### config.mk
export PLATFORM = sky130hd
export DESIGN_NAME = des_key_schedule
export DESIGN_NICKNAME = d
export VERILOG_FILES = /design/src/rtl/des_key_schedule.sv
export SDC_FILE = /design/constraint.sdc
export NUM_CORES = 1
export LEC_CHECK = 0
export ABC_AREA = 1
export BUFFER_PORTS_ARGS = -buffer_cell sky130_fd_sc_hd__buf_4
export CORE_AREA = 4 4 139 87
export CTS_BUF_LIST = sky130_fd_sc_hd__clkbuf_16
export CTS_CLUSTER_SIZE = 14
export DETAILED_ROUTE_END_ITERATION = 8
export DIE_AREA = 0 0 143 91
export HOLD_SLACK_MARGIN = 0.1
export PLACE_DENSITY = 0.91
export SETUP_SLACK_MARGIN = 0.5
export SLEW_MARGIN = 0
export SYNTH_ARGS = -nofsm -noshare
export SYNTH_HDL_FRONTEND = slang
export SYNTH_SLANG_ARGS = --single-unit
### constraint.sdc
create_clock -name clk -period 3.36 [get_ports clk]
set_input_delay 0.336 -clock clk [delete_from_list [all_inputs] [get_ports clk]]
set_output_delay 0.336 -clock clk [all_outputs]
set_load 0.02 [all_outputs]
### src/rtl/des_key_schedule.sv
// ---------------------------------------------------------------------------
// des_key_schedule
//
// Sequential DES key schedule stage. A load strobe captures a 64-bit key,
// applies PC-1 to form the 56-bit C||D register and restarts the schedule.
// Each advance steps C and D (independent 28-bit rotates) to the next round.
// The current round's CD is presented to the downstream des_pc2, which
// forms the 48-bit subkey.
//
// Encrypt order walks K1..K16 by rotating left. Decrypt order walks
// K16..K1 by rotating right. Because the shift table sums to 28, CD16 is
// identical to CD0, so a decrypt load can present PC1(key) directly.
//
// Ports
//   clk      in   rising-edge clock
//   rst_n    in   asynchronous active-low reset
//   key_in   in   [1:64] DES key, bit 1 is MSB, parity bits ignored
//   load     in   captures key_in/decrypt and restarts at round 1
//   decrypt  in   sampled on load only, 1 = reverse round order
//   advance  in   step to the next round (ignored when idle or at round 16)
//   cd_out   out  [1:56] current round C||D (C = bits 1..28)
//   round    out  [4:0] current round 1..16, 0 when idle
//   valid    out  cd_out holds a legal round value
//   last     out  high when round == 16
//
// All outputs come straight from registers.
// ---------------------------------------------------------------------------
module des_key_schedule (
    input  logic        clk,
    input  logic        rst_n,
    input  logic [1:64] key_in,
    input  logic        load,
    input  logic        decrypt,
    input  logic        advance,
    output logic [1:56] cd_out,
    output logic [4:0]  round,
    output logic        valid,
    output logic        last
);

    typedef enum logic {
        IDLE,
        RUN
    } state_e;

    state_e      state_q, state_d;
    logic [55:0] cd_q, cd_d;
    logic [4:0]  round_q, round_d;
    logic        dir_q, dir_d;
    logic        last_q, last_d;

    logic [55:0] pc1Key;
    logic        unusedParity;

    // PC-1 selection: MSB of pc1Key is C bit 1, LSB is D bit 28.
    assign pc1Key = {
        key_in[57], key_in[49], key_in[41], key_in[33], key_in[25], key_in[17], key_in[9],
        key_in[1],  key_in[58], key_in[50], key_in[42], key_in[34], key_in[26], key_in[18],
        key_in[10], key_in[2],  key_in[59], key_in[51], key_in[43], key_in[35], key_in[27],
        key_in[19], key_in[11], key_in[3],  key_in[60], key_in[52], key_in[44], key_in[36],
        key_in[63], key_in[55], key_in[47], key_in[39], key_in[31], key_in[23], key_in[15],
        key_in[7],  key_in[62], key_in[54], key_in[46], key_in[38], key_in[30], key_in[22],
        key_in[14], key_in[6],  key_in[61], key_in[53], key_in[45], key_in[37], key_in[29],
        key_in[21], key_in[13], key_in[5],  key_in[28], key_in[20], key_in[12], key_in[4]
    };

    // Parity bits take no part in the schedule.
    assign unusedParity = ^{key_in[8],  key_in[16], key_in[24], key_in[32],
                            key_in[40], key_in[48], key_in[56], key_in[64]};

    // Shift amount for round r is 1 in rounds 1, 2, 9, 16 and 2 otherwise.
    function automatic logic shiftIsTwo(input logic [4:0] r);
        return !((r == 5'd1) || (r == 5'd2) || (r == 5'd9) || (r == 5'd16));
    endfunction

    function automatic logic [27:0] rol28(input logic [27:0] x, input logic two);
        return two ? {x[25:0], x[27:26]} : {x[26:0], x[27]};
    endfunction

    function automatic logic [27:0] ror28(input logic [27:0] x, input logic two);
        return two ? {x[1:0], x[27:2]} : {x[0], x[27:1]};
    endfunction

    // State register; reset clears everything including the direction flag.
    always_ff @(posedge clk or negedge rst_n) begin
        if (!rst_n) begin
            state_q <= IDLE;
            cd_q    <= '0;
            round_q <= '0;
            dir_q   <= 1'b0;
            last_q  <= 1'b0;
        end else begin
            state_q <= state_d;
            cd_q    <= cd_d;
            round_q <= round_d;
            dir_q   <= dir_d;
            last_q  <= last_d;
        end
    end

    // Next-state logic. Load has priority over advance and may restart a
    // schedule at any point. Encrypt load lands on CD1 (one left shift of
    // PC1), decrypt load lands on CD16 which equals PC1 itself. Decrypt
    // stepping from round r undoes the encrypt shift of round 17-r.
    always_comb begin
        state_d = state_q;
        cd_d    = cd_q;
        round_d = round_q;
        dir_d   = dir_q;
        last_d  = last_q;

        if (load) begin
            state_d = RUN;
            round_d = 5'd1;
            dir_d   = decrypt;
            if (decrypt) begin
                cd_d = pc1Key;
            end else begin
                cd_d = {rol28(pc1Key[55:28], 1'b0), rol28(pc1Key[27:0], 1'b0)};
            end
        end else if (advance && (state_q == RUN) && (round_q != 5'd16)) begin
            round_d = round_q + 5'd1;
            if (dir_q) begin
                cd_d = {ror28(cd_q[55:28], shiftIsTwo(5'd17 - round_q)),
                        ror28(cd_q[27:0],  shiftIsTwo(5'd17 - round_q))};
            end else begin
                cd_d = {rol28(cd_q[55:28], shiftIsTwo(round_q + 5'd1)),
                        rol28(cd_q[27:0],  shiftIsTwo(round_q + 5'd1))};
            end
        end

        last_d = (round_d == 5'd16);
    end

    assign cd_out = cd_q;
    assign round  = round_q;
    assign valid  = (state_q == RUN);
    assign last   = last_q;

endmodule

==> Word-level counts from Yosys, hierarchy flattened <==
Cells that the tools add are included.
{ "word_totals": {"register_bits": 64, "output_inout_bits": 63, "input_bits": 69} }
{ "op_classes": {"n_reduce_logical": 9, "add_sub_neg": 2, "n_eq_ne": 10, "n_mux": 10} }
{ "op_table": {"columns": ["operator", "count"], "rows": [
  ["$mux 56", 4],
  ["$mux 28", 4],
  ["$eq 5x5->1 const B", 3],
  ["$eq 5x1->1 const B", 2],
  ["$eq 5x2->1 const B", 2],
  ["$eq 5x4->1 const B", 2],
  ["$mux 5", 2],
  ["$logic_or 1x1->1", 6],
  ["$add 5x1->5 const B", 1],
  ["$ne 5x5->1 const B", 1],
  ["$sub 5x5->5 const A", 1],
  ["$logic_and 1x1->1", 2],
  ["$reduce_bool 2->1", 1]
]} }

==> Depth between registers and ports, before layout <==
{ "logic_depth": {"depth_word": 9, "mapped_depth": 17} }

==> Least setup slack after synthesis <==
No wires, ideal clock.
{ "synth_path": {"path_type": "register to register", "from": "reg round_q[1] (netlist: round[1])", "to": "reg cd_q[30] (netlist: cd_out[26])", "setup_ns": 0.117, "stages_incl_launch_ff": 16, "arrival_ns": 1.901, "path_buffers": 1, "setup_slack_ns": 1.342, "cell_sequence": "dfrtp_1 -> inv_1 -> ha_1 -> inv_1 -> nand2_1 -> nor2_1 -> nand3_2 -> nand2_4 -> buf_6 -> nand2_1 -> nand3_1 -> nand2_1 -> nand2_1 -> nand2_1 -> nand2_1 -> nand2_1"} }
{ "synth_between": {"elab_chain_cells": 9, "elab_cells_between_ends": 24} }
{ "synth_rtl": {"columns": ["element", "line_no", "text"], "rows": [
  ["from (decl)", "48", "logic [4:0] round_q, round_d;"],
  ["from (signal assigned)", "95", "round_q <= round_d;"],
  ["$add 5x1->5 / $sub 5x5->5 (equally long branches)", "127, 124", null],
  ["$eq 5x1->1 / $eq 5x2->1 (equally long branches)", "73", "return !((r == 5'd1) || (r == 5'd2) || (r == 5'd9) || (r == 5'd16));"],
  ["$logic_or 1x1->1 (3 in a row)", "73", null],
  ["$mux 28, on equally long branches", "77, 81", null],
  ["$mux 56", "123", "if (dir_q) begin"],
  ["$mux 56", "121", "end else if (advance && (state_q == RUN) && (round_q != 5'd16)) begin"],
  ["$mux 56", "112", "if (load) begin"],
  ["to (signal assigned)", "88", "cd_q <= '0;"],
  ["to (signal assigned)", "94", "cd_q <= cd_d;"],
  ["to (decl)", "47", "logic [55:0] cd_q, cd_d;"]
]} }
Several ways; a longest one is shown, not always the timed one. The select of a mux whose other input is x is not followed.
A chain may end at the register's enable or synchronous reset.

==> Worst setup path after layout <==
{ "layout_path": {"from": "reg round_q[2] (netlist: round[2])", "to": "reg cd_q[51] (netlist: cd_out[5])"} }
Same word-level chain as after synthesis.

==> results.md <==
- Die Y: 91 um
- CP Capture Type: flop
- Synth unique cells: 28
- # setup viols final: 0
- CTS max path bufs: 2
- Proportion of netlist area held by the largest area contributor: 27.4%
- Max_cap viols: 0
- Worst Skew: 0.00400 ns
- Endpoints failing hold: 0
- Syn Area/Cell: 6.04 um^2
- Crit Path Category: flop to flop
- Io pins: 132
- Leak: 3.58 nW
- Post-CTS Hold Buffers: 0
- Clock root cell: clkbuf_16
- Worst slew margin: 35.1%
- Req. time, crit path: 3.59 ns
- Dpl ws: 0.869 ns
- Slew Limit Fails: 0
- Fmax: 393 MHz
- Largest net degree at the start of global routing: 95
- Synth area leader: dfrtp_1
- Vias: 7146
- Fill cells: 944
- Final-stage net count: 1117
- Clock latency on the worst-skew pair: 0.34 ns
- Vias in the first global route: 6332
- Clock Sinks: 64
- Syn nets: 1042
- Post-CTS setup buffer count: 0
- Peak fanout along the critical path: 44
- Tightest Pin Transition: 0.973 ns
- Final Util: 65.3%
- H-tree lvl count: 3
- Finished Layout Cells: 1184
- Initial antenna violation count: 0
- Layout area overhead: 18.9%
- Core Box Area: 0.0106 mm^2
- Peak VDD IR: 0.461 mV
- CTS tree: built
- FF-to-FF setup slack: 0.81 ns
- All-Layer GR Usage: 30.3%
- Initial DRC count: 1204
- Worst EP arrival: 2.78 ns
- Layout cell share with drive strength beyond 1: 15.7%
- Seq cells post-synth: 64
- Hold Crit Class: input pin to async pin
- Seq/Total Area, Yosys: 27.4%
- Setup TNS Final: 0 ns
- Row count: 29
- Worst r2r src: round[2]
- Tmin final: 2.55 ns
- Routed Antenna Nets: 0
- Placer Congestion: 0.909
- Gr ovfl total: 0
- First-pass GRT wire length: 32.7 mm
- Routed vias/inst: 6.04
- Dpl cells: 1170
- Cts bufs inserted: 9
- IO buf count: 123
- Drt wl/cell: 16.9 um
- Synthesized area: 0.00584 mm^2
- Fin crit share: 75.8%
- Unrepaired setup endpoints after global routing: false
- Status: completed
- HPWL Detailed: 13.3 mm
- # resized after CTS: 0
- Syn Inst Count: 967
- Total Wirelength: 20.0 mm
- Crit path launch type: flop
- Power Dens Cells: 534 mW/mm^2
- Diode count: 0
- First-pass DRT Iterations: 8
- Final setup margin: 0.814 ns
- DRC errors left: 0
- Die Wd: 143 um
- Initial core utilization: 54.9%
- Reg clk slew, reported paths: 0.05 ns
- Top cells by area, synth: dfrtp_1 27%, nand2_1 15%, nand3_1 12%
- Die footprint: 0.0130 mm^2
- Yosys Warn Count: 0
- Worst setup path startpoint: round[2]
[path summary, 6_finish.rpt]
kind | endpoint | depth (start not counted)
worst max-delay path | cd_out[5] | 13
worst min register to register | valid | 1
worst max register to register | cd_out[5] | 13
min in group clk | cd_out[43] | 5
max in group asynchronous | cd_out[50] | 1
worst min-delay path | cd_out[35] | 1
[flip-flops by register name (all words and copies together) (netlist names)]
| name | flops |
|---|---|
| cd_out | 56 |
| dir_q | 1 |
| last | 1 |
| round | 5 |
| valid | 1 |
[report_power, final]
| part | internal (W) | switching (W) | total (W) | leakage (nW) |
|---|---|---|---|---|
| Clock | 0.000478 | 0.000339 | 0.000817 | 0.132 |
| Sequential | 0.000914 | 0.000211 | 0.00112 | 0.740 |
| Combinational | 0.000639 | 0.00113 | 0.00177 | 2.70 |
| Total | 0.00203 | 0.00168 | 0.00371 | 3.58 |
[metrics by stage]
stage | area [um^2] | hold slack [ns] | power, W
finish | 6940 | 0.109 | 0.00371
global route | 6940 | 0.196 | 0.00393
CTS | 6940 | 0.145 | 0.00366
detailed placement | 6700 | 0.479 | 0.00285
global placement | 6700 | 0.485 | 0.00282
floorplan | 5840 | 0.0404 | 0.00228
[routing by layer]
layer / GRT usage (%) / part of all wire (%) / vias up
met5: 0 / 0 / -
li1: - / - / 3350
met4: 6.01 / 1.5 / 0
met1: 47.0 / 43 / 3202
met2: 40.9 / 40 / 553
met3: 9.92 / 16 / 41
[synth_stat cells (all sizes together)]
master	instances
nand4	34
nor3	2
o211ai	48
dfrtp	64
inv	103
buf	46
xnor2	1
a21oi	45
nand2	229
nand3	144
nor2	136
o21ai	58
or2	3
a31oi	1
clkinv	3
clkbuf	30
a22oi	14
ha	6
[layout make-up]
cell class / count / area, um^2 / share of cell area [%]
clock buffer: 9 / 225 / 3.24
inverter: 106 / 398 / 5.73
multi-input combinational: 721 / 3460 / 49.9
tap: 139 / 174 / 2.50
sequential: 64 / 1600 / 23.1
timing repair buffer: 140 / 1060 / 15.3
clock inverter: 5 / 20.0 / 0.288
[cell usage in the layout (no fill, tap or decap), types with 4 or more instances in the layout]
cell type and instances:
a21oi_1 45, nor2_1 134, dfrtp_1 64, clkinv_1 4, clkbuf_16 9, ha_1 6
o21ai_0 58, inv_1 104, o211ai_1 48, a22oi_1 14, nand3_2 4, nand2_1 227
nand3_1 140, buf_4 139, nand4_1 34
[cell families after synthesis]
kind of cell    count (synthesis)  synth area share, %
compound gates                166                 17.0
buf+inv                       182                 13.4
xor+xnor                        1                0.279
fa+ha+maj                       6                 1.29
simple gates                  548                 40.6
flops                          64                 27.4
[worst max-delay path, stage by stage, from the launching register on]
cell	delay, ns
dfrtp_1	0.56
inv_1	0.09
ha_1	0.29
inv_1	0.09
nand2_1	0.06
nor2_1	0.12
nand3_2	0.11
nand2_4	0.38
buf_4	0.33
nand2_1	0.08
o211ai_1	0.09
nand3_1	0.11
nand2_1	0.07
inv_1	0.04
No activity file was read; power rests on OpenSTA's default activity.
